File: src/rtl/keypad_arbiter.sv
// Round-robin arbiter sharing the security core's command/digit port between NUM_PADS keypads.
// Optional lockout after repeated digit timeouts: define KEYPAD_ARBITER_LOCKOUT_EN.
module keypad_arbiter #(
  parameter int         NUM_PADS    = 2,
  parameter int         PIN_LEN     = 3,
  parameter int         TIMEOUT     = 1000,
  parameter int         SETTLE      = 2,
  parameter logic [3:0] FILL_DIGIT  = 4'hF,
  parameter int         LOCK_FAILS  = 3,
  parameter int         LOCK_CYCLES = 5000
) (
  input  logic                  clk,
  input  logic                  reset,
  input  logic [2*NUM_PADS-1:0] pad_command,
  input  logic [4*NUM_PADS-1:0] pad_digit,
  input  logic [NUM_PADS-1:0]   pad_digit_entered,
  output logic [1:0]            command,
  output logic [3:0]            digit,
  output logic                  digit_enterd,
  output logic [NUM_PADS-1:0]   grant,
  output logic                  busy,
  output logic                  timeout,
  output logic                  locked
);

  localparam int PW = (NUM_PADS > 1) ? $clog2(NUM_PADS) : 1;
  localparam int TW = $clog2(TIMEOUT + 1);
  localparam int CW = $clog2(PIN_LEN + 1);

  typedef enum logic [2:0] {S_IDLE, S_CMD, S_COLLECT, S_FLUSH, S_SETTLE} state_t;

  state_t              state_q, state_d;
  logic [PW-1:0]       rr_ptr, rr_ptr_d;
  logic [PW-1:0]       owner, owner_d;
  logic [NUM_PADS-1:0] grant_d;
  logic                busy_d, digit_enterd_d, timeout_d;
  logic [1:0]          command_d;
  logic [3:0]          digit_d;
  logic [CW-1:0]       cnt, cnt_d;
  logic [TW-1:0]       timer, timer_d;

  logic [NUM_PADS-1:0] req;
  logic [PW-1:0]       cand, win_idx;
  logic                win_vld;
  logic                own_stb;
  logic [3:0]          own_dig;
  logic                lock_active;

  // Only commands 1 (arm) and 2 (disarm) request a session.
  always_comb begin
    req     = '0;
    cand    = '0;
    win_idx = '0;
    win_vld = 1'b0;
    for (int i = 0; i < NUM_PADS; i++) begin
      req[i] = (pad_command[2*i +: 2] == 2'd1) || (pad_command[2*i +: 2] == 2'd2);
    end
    // Descending scan so the requester closest to rr_ptr is assigned last and wins.
    for (int k = NUM_PADS - 1; k >= 0; k--) begin
      cand = PW'((int'(rr_ptr) + k) % NUM_PADS);
      if (req[cand]) begin
        win_idx = cand;
        win_vld = 1'b1;
      end
    end
  end

  assign own_stb = pad_digit_entered[owner];
  assign own_dig = pad_digit[4*owner +: 4];

`ifdef KEYPAD_ARBITER_LOCKOUT_EN
  localparam int FW  = $clog2(LOCK_FAILS + 1);
  localparam int LTW = (LOCK_CYCLES > 1) ? $clog2(LOCK_CYCLES) : 1;
  logic [FW-1:0]  fail_cnt, fail_d;
  logic [LTW-1:0] lock_timer, lock_timer_d;
  logic           locked_q, locked_d;
  assign lock_active = locked_q;
  assign locked      = locked_q;
`else
  assign lock_active = 1'b0;
  assign locked      = 1'b0;
`endif

  always_comb begin
    state_d        = state_q;
    rr_ptr_d       = rr_ptr;
    owner_d        = owner;
    grant_d        = grant;
    busy_d         = busy;
    command_d      = 2'd0;
    digit_d        = 4'd0;
    digit_enterd_d = 1'b0;
    timeout_d      = 1'b0;
    cnt_d          = cnt;
    timer_d        = timer;
`ifdef KEYPAD_ARBITER_LOCKOUT_EN
    fail_d       = fail_cnt;
    lock_timer_d = lock_timer;
    locked_d     = locked_q;
    if (locked_q) begin
      if (lock_timer == LTW'(LOCK_CYCLES - 1)) begin
        locked_d     = 1'b0;
        lock_timer_d = '0;
        fail_d       = '0;
      end else begin
        lock_timer_d = lock_timer + 1'b1;
      end
    end
`endif
    case (state_q)
      S_IDLE: begin
        if (win_vld && !lock_active) begin
          state_d   = S_CMD;
          owner_d   = win_idx;
          grant_d   = NUM_PADS'(1) << win_idx;
          busy_d    = 1'b1;
          command_d = pad_command[2*win_idx +: 2];
          rr_ptr_d  = (win_idx == PW'(NUM_PADS - 1)) ? '0 : win_idx + 1'b1;
        end
      end
      S_CMD: begin
        // Strobes arriving alongside the command are intentionally dropped.
        state_d = S_COLLECT;
        cnt_d   = '0;
        timer_d = '0;
      end
      S_COLLECT: begin
        if (own_stb) begin
          digit_enterd_d = 1'b1;
          digit_d        = own_dig;
          cnt_d          = cnt + 1'b1;
          timer_d        = '0;
          if (cnt == CW'(PIN_LEN - 1)) begin
            state_d = S_SETTLE;
`ifdef KEYPAD_ARBITER_LOCKOUT_EN
            fail_d = '0;
`endif
          end
        end else begin
          timer_d = (timer == TW'(TIMEOUT)) ? timer : timer + 1'b1;
          if (timer >= TW'(TIMEOUT - 1)) begin
            timeout_d = 1'b1;
            state_d   = S_FLUSH;
`ifdef KEYPAD_ARBITER_LOCKOUT_EN
            fail_d = fail_cnt + 1'b1;
            if (fail_cnt == FW'(LOCK_FAILS - 1)) begin
              locked_d     = 1'b1;
              lock_timer_d = '0;
            end
`endif
          end
        end
      end
      S_FLUSH: begin
        // Filler digits make the core's PIN compare fail so it returns to its idle path.
        digit_enterd_d = 1'b1;
        digit_d        = FILL_DIGIT;
        cnt_d          = cnt + 1'b1;
        if (cnt == CW'(PIN_LEN - 1)) begin
          state_d = S_SETTLE;
          timer_d = '0;
        end
      end
      S_SETTLE: begin
        if (timer == TW'(SETTLE - 1)) begin
          state_d = S_IDLE;
          grant_d = '0;
          busy_d  = 1'b0;
          timer_d = '0;
        end else begin
          timer_d = timer + 1'b1;
        end
      end
      default: state_d = S_IDLE;
    endcase
  end

  always_ff @(posedge clk) begin
    if (reset) begin
      state_q      <= S_IDLE;
      rr_ptr       <= '0;
      owner        <= '0;
      grant        <= '0;
      busy         <= 1'b0;
      command      <= 2'd0;
      digit        <= 4'd0;
      digit_enterd <= 1'b0;
      timeout      <= 1'b0;
      cnt          <= '0;
      timer        <= '0;
`ifdef KEYPAD_ARBITER_LOCKOUT_EN
      fail_cnt     <= '0;
      lock_timer   <= '0;
      locked_q     <= 1'b0;
`endif
    end else begin
      state_q      <= state_d;
      rr_ptr       <= rr_ptr_d;
      owner        <= owner_d;
      grant        <= grant_d;
      busy         <= busy_d;
      command      <= command_d;
      digit        <= digit_d;
      digit_enterd <= digit_enterd_d;
      timeout      <= timeout_d;
      cnt          <= cnt_d;
      timer        <= timer_d;
`ifdef KEYPAD_ARBITER_LOCKOUT_EN
      fail_cnt     <= fail_d;
      lock_timer   <= lock_timer_d;
      locked_q     <= locked_d;
`endif
    end
  end

endmodule
File: config.mk
export PLATFORM = sky130hd
export DESIGN_NAME = keypad_arbiter
export DESIGN_NICKNAME = d
export VERILOG_FILES = /design/src/rtl/keypad_arbiter.sv
export SDC_FILE = /design/constraint.sdc
export NUM_CORES = 1
export LEC_CHECK = 0
export BUFFER_PORTS_ARGS = -buffer_cell sky130_fd_sc_hd__buf_2
export CELL_PAD_IN_SITES_DETAIL_PLACEMENT = 0
export CELL_PAD_IN_SITES_GLOBAL_PLACEMENT = 2
export CORE_MARGIN = 2
export CORE_UTILIZATION = 35
export CTS_BUF_LIST = sky130_fd_sc_hd__clkbuf_4 sky130_fd_sc_hd__clkbuf_8
export DETAILED_ROUTE_END_ITERATION = 6
export GPL_TIMING_DRIVEN = 0
export PLACE_DENSITY = 0.91
export SETUP_SLACK_MARGIN = 0.15
export SYNTH_ARGS = -nofsm -noshare
export SYNTH_HDL_FRONTEND = slang
export SYNTH_SLANG_ARGS = --single-unit
export TNS_END_PERCENT = 10
File: constraint.sdc
create_clock -name clk -period 2.3 [get_ports clk]
set_clock_uncertainty 0.05 [all_clocks]
set_input_delay 0.69 -clock clk [delete_from_list [all_inputs] [get_ports clk]]
set_output_delay 0.69 -clock clk [all_outputs]
set_load 0.03 [all_outputs]
After elaboration in Yosys (flattened, before gate mapping)
Index checks and enable logic that the tools add are counted.

storage, ports and cells
  register bits after elaboration = 28
  input bits = 16
  output and inout port bits = 12
  word-level logic and storage cells = 90

operators by class
  add/subtract/negate cells = 4
  $lt $le $gt $ge = 4
  equality and inequality tests = 17
  shifts and indexed selects = 3
  mux-type cells = 35
  bitwise operators = 3
  reduce and logical (&&, ||, !) cells = 13

operators by type and width
  operator               number
  $mux 10                4
  $pmux 10 s4            1
  $mux 1                 15
  $mux 3                 5
  $pmux 3 s5             1
  $add 10x1->10 const B  1
  $eq 10x1->1 const B    1
  $eq 10x10->1 const B   1
  $ge 10x10->1 const B   1
  $reduce_and 3->1       3
  $ne 2x2->1 const B     4
  $pmux 4 s2             1
  $shiftx 8x4->4         1
  $eq 2x2->1 const B     3
  $eq 3x2->1 const B     2
  $lt 1x2->1 const B     3
  $mux 2                 3
  $ne 3x3->1 const B     2
  $pmux 2 s3             1
  $reduce_or 3->1        2
  $eq 2x1->1 const B     2
  $mux 4                 1
  $pmux 1 s2             2
  $pmux 2 s2             1
  other kinds (13)       18

Depth between registers and ports, before layout
  depth after elaboration = 9
  mapped depth = 8
  depth with buffers taken out = 6

Least setup slack after synthesis
OpenSTA, ideal clock, no wires.

  path type = input to register
  start = input pad_digit_entered[0]
  end = register timer[2]
  setup time = 95 ps
  arrival time = 1645 ps
  path slack = 510 ps
  cell stages on the path = 4
  cells stage by stage = mux2_4 > and4b_4 > or4_1 > a221oi_1

on the way
  longest elaborated chain between the ends = 4
  elaborated cells on any way between the ends = 6
  those cells by class = eq/ne: 1; mux: 4; reduce/logical: 1

ends and longest elaborated chain
  item                                             RTL line  source
  start, declared                                  16        input logic [NUM_PADS-1:0] pad_digit_entered,
  $mux 1 (not written as such) (*) (2 in a row)    68        assign own_stb = pad_digit_entered[owner];
  $mux 10 or $ne 3x3->1 (tied branches)            n/a
  $pmux 10 s4 or $reduce_and 3->1 (tied branches)  n/a
  end signal, assigned                             207       timer <= timer_d;
  end, declared                                    40        logic [TW-1:0] timer, timer_d;

Mark *: on every way between the ends. The rest lies on a longest branch, timed or not. The select of a mux whose other input is x is not followed.
A chain may end at the register's enable or synchronous reset.

Final worst setup path
  start = register timer[0]
  end = register timer[2]

on the way
  longest elaborated chain between the ends = 4
  elaborated cells on any way between the ends = 9
  those cells by class = add/sub: 1; eq/ne: 3; mux: 4; reduce/logical: 1

ends and longest elaborated chain
  item           RTL line  source
  $add 10x1->10  140, 171
  $mux 10        140       timer_d = (timer == TW'(TIMEOUT)) ? timer : timer + 1'b1;
  $mux 10        128       if (own_stb) begin
  $pmux 10 s4    110       case (state_q)

Parallel ways exist; a longest one is shown, timed or not. The select of a mux whose other input is x is not followed.

==> run metrics <==
drc violations 0; total number of vias 1,424; Avg Synthesized Cell Area 9.09 um^2; Synth area leaders dfxtp_1 36%, a21oi_1 5.2%, a221oi_1 4.5%; register area 561 um^2; Fin Setup TNS 0 ns; Tot Pwr 1.26 mW; # IOs 28; fin util 0.423; Critical Path End Type flop; post-layout minimum cycle time 1.94 ns; Via density 5.63; synthesized area 0.00155 mm^2; Placed Area 0.00175 mm^2; Area Growth Syn to Fin 17.6%; element type at the critical path start flop; hold_sp busy; f_max 515 MHz; Relative slew margins 0.631; detailed-router iteration count before antenna repair 4; gr ovfl total 0; CTS buffer count 3; power share of the clock group 0.322; nets 222; Multi-input gate area 888 um^2; gr usage total 0.156; asr flop ratio synth 0; Leak Pwr 0.692 nW; VDD IR max 0.317 mV; Hold Vio Cnt, Final 0; PwrDens 690 mW/mm^2; Max clock buf depth 2; share of cells above drive strength 1 0.254; flop2flop setup slack 0.36 ns; Internal 0.874 mW; crit path from timer[0]; Most used DFF post-synth dfxtp_1; CORE AREA 0.00432 mm^2; ant diodes 0; Yosys warning count 0; Max Slew Vio Count 0; Post-CTS Setup Inserts 0; WL final 3730 um; die width 70.6 um; post-route antenna net violation count 0; die height 70.6 um; final cell count without fillers 253; largest net degree at the start of global routing 17; register area share after synthesis 0.361; Synth top area share 0.361; Worst Max-Slew Pin Slew 0.552 ns; Crit path required time 2.45 ns; Post-CTS Resized 0; worst slack, placed 0.270 ns; Post-CTS Hold Buffers 0; Post-Synthesis Cells 171; DR iter-0 viols 96; Synth area leader dfxtp_1; Final Setup Violations 0; initial antenna violation count 0; Initial Util 0.359; CTS tree done; post-synth cell types 52; crit share post-route 0.845; part of the power in registers 0.423; Post-Syn Nets 191; Filler cells 443; WL/cell 14.8 um; r2r startpoint timer[0]; Critical Path AT 2.10 ns; NetSw 0.387 mW; count of input and output buffers 26; H-Tree Depth 1; clock-pin slew on the worst setup and hold paths 0.11 ns; Worst Path Class, Setup reg -> reg; Worst Path Max Fanout 8; CTS sink cnt 28; Yosys reg bits 28; FP Rows 24; Clock Latency Late Sink 0.29 ns; GP Congestion 0.763; status finished, final reports clean; finished layout cell area 0.00183 mm^2; placed instance count 249; Max Cap Viol 0; Hold WC Path Type reg -> reg; vias in the first global route 1,316; RSZ-0062 raised after global routing false; post-detail-place hpwl 2700 um; Post-synth EDFFs 0; first-pass GRT wire length 6380 um; Switching Share 0.307; Setup WS post-layout 0.357 ns; hold_ws 0.425 ns; die area 0.00499 mm^2; Combinational Power Share 0.255; root buffer cell clkbuf_8
-- critical path: stages (launching register included) --
cell and delay (ns):
dfxtp_1 0.49, inv_1 0.10, ha_1 0.20, nor4bb_1 0.15
and4b_4 0.23, or4_1 0.41, a221oi_1 0.23
-- layout by cell type (no fill, tap or decap), types with 4 or more instances in the layout --
cell,count
o31ai_1,8
a21oi_1,16
nand2_1,9
nor3_1,5
dfxtp_1,28
nand4_1,4
or4_1,7
nand3_1,7
buf_6,5
inv_1,7
a221oi_1,8
nor2_1,5
ha_1,4
mux2i_1,4
buf_2,28
o21ai_0,6
-- final cells by class --
type | instances | area share
repair buffers | 26 | 0.0712
clock buffers | 3 | 0.0226
plain buffers | 11 | 0.0472
inverters | 7 | 0.0144
multi-input cells | 125 | 0.486
flip-flops and latches | 28 | 0.307
clock inverters | 1 | 0.0164
well taps | 52 | 0.0356
-- Yosys cell counts, types with 2 or more instances --
cell      instances
a211o_1           2
a21oi_1          16
a221oi_1          8
buf_2             2
buf_6             5
clkbuf_1          3
dfxtp_1          28
ha_1              4
inv_1             7
mux2i_1           4
nand2_1           9
nand2b_1          2
nand3_1           7
nand4_1           4
nor2_1            5
nor2b_1           2
nor3_1            5
nor3b_1           3
o211ai_1          2
o21a_1            2
o21ai_0           6
o31ai_1           8
or4_1             7
xor2_1            2
-- per-layer routing --
layer  share of wire  track usage  wire (um)
met1            0.49        0.225       1850
met2            0.43        0.243       1610
met3           0.057       0.0214        213
met4           0.016       0.0503         58
met5               0            0          0
-- state kept, by name (all words and copies together) (netlist names) --
name and count:
state_q 3, timer 10, timeout 1, command 2, grant 2, digit_enterd 1, busy 1, owner 1
rr_ptr 1, digit 4, cnt 2
-- power groups by stage --
stage / Clock [mW] / Sequential (mW) / Combinational [mW]
2_1_floorplan: 0 / 0.576 / 0.206
3_3_place_gp: 0 / 0.545 / 0.322
3_5_place_dp: 0 / 0.545 / 0.321
4_1_cts: 0.415 / 0.534 / 0.322
5_1_grt: 0.426 / 0.539 / 0.355
6_report: 0.406 / 0.534 / 0.322
-- cells by family (layout without fill, tap and decap cells) --
family,count (synthesis),after routing,synth area share
simple gates,60,60,0.248
compound gates,52,52,0.233
flops,28,28,0.361
buf+inv,18,48,0.0717
mux,5,5,0.0354
fa+ha+maj,4,4,0.0322
xor+xnor,3,3,0.0169
other cells,1,1,0.00241
-- final timing paths --
kind              endpoint  cells past startpoint
hold / removal        busy                      2
setup / recovery  timer[2]                      6
setup reg to reg  timer[2]                      6
hold reg to reg       busy                      2
No activity file was read; power rests on OpenSTA's default activity.
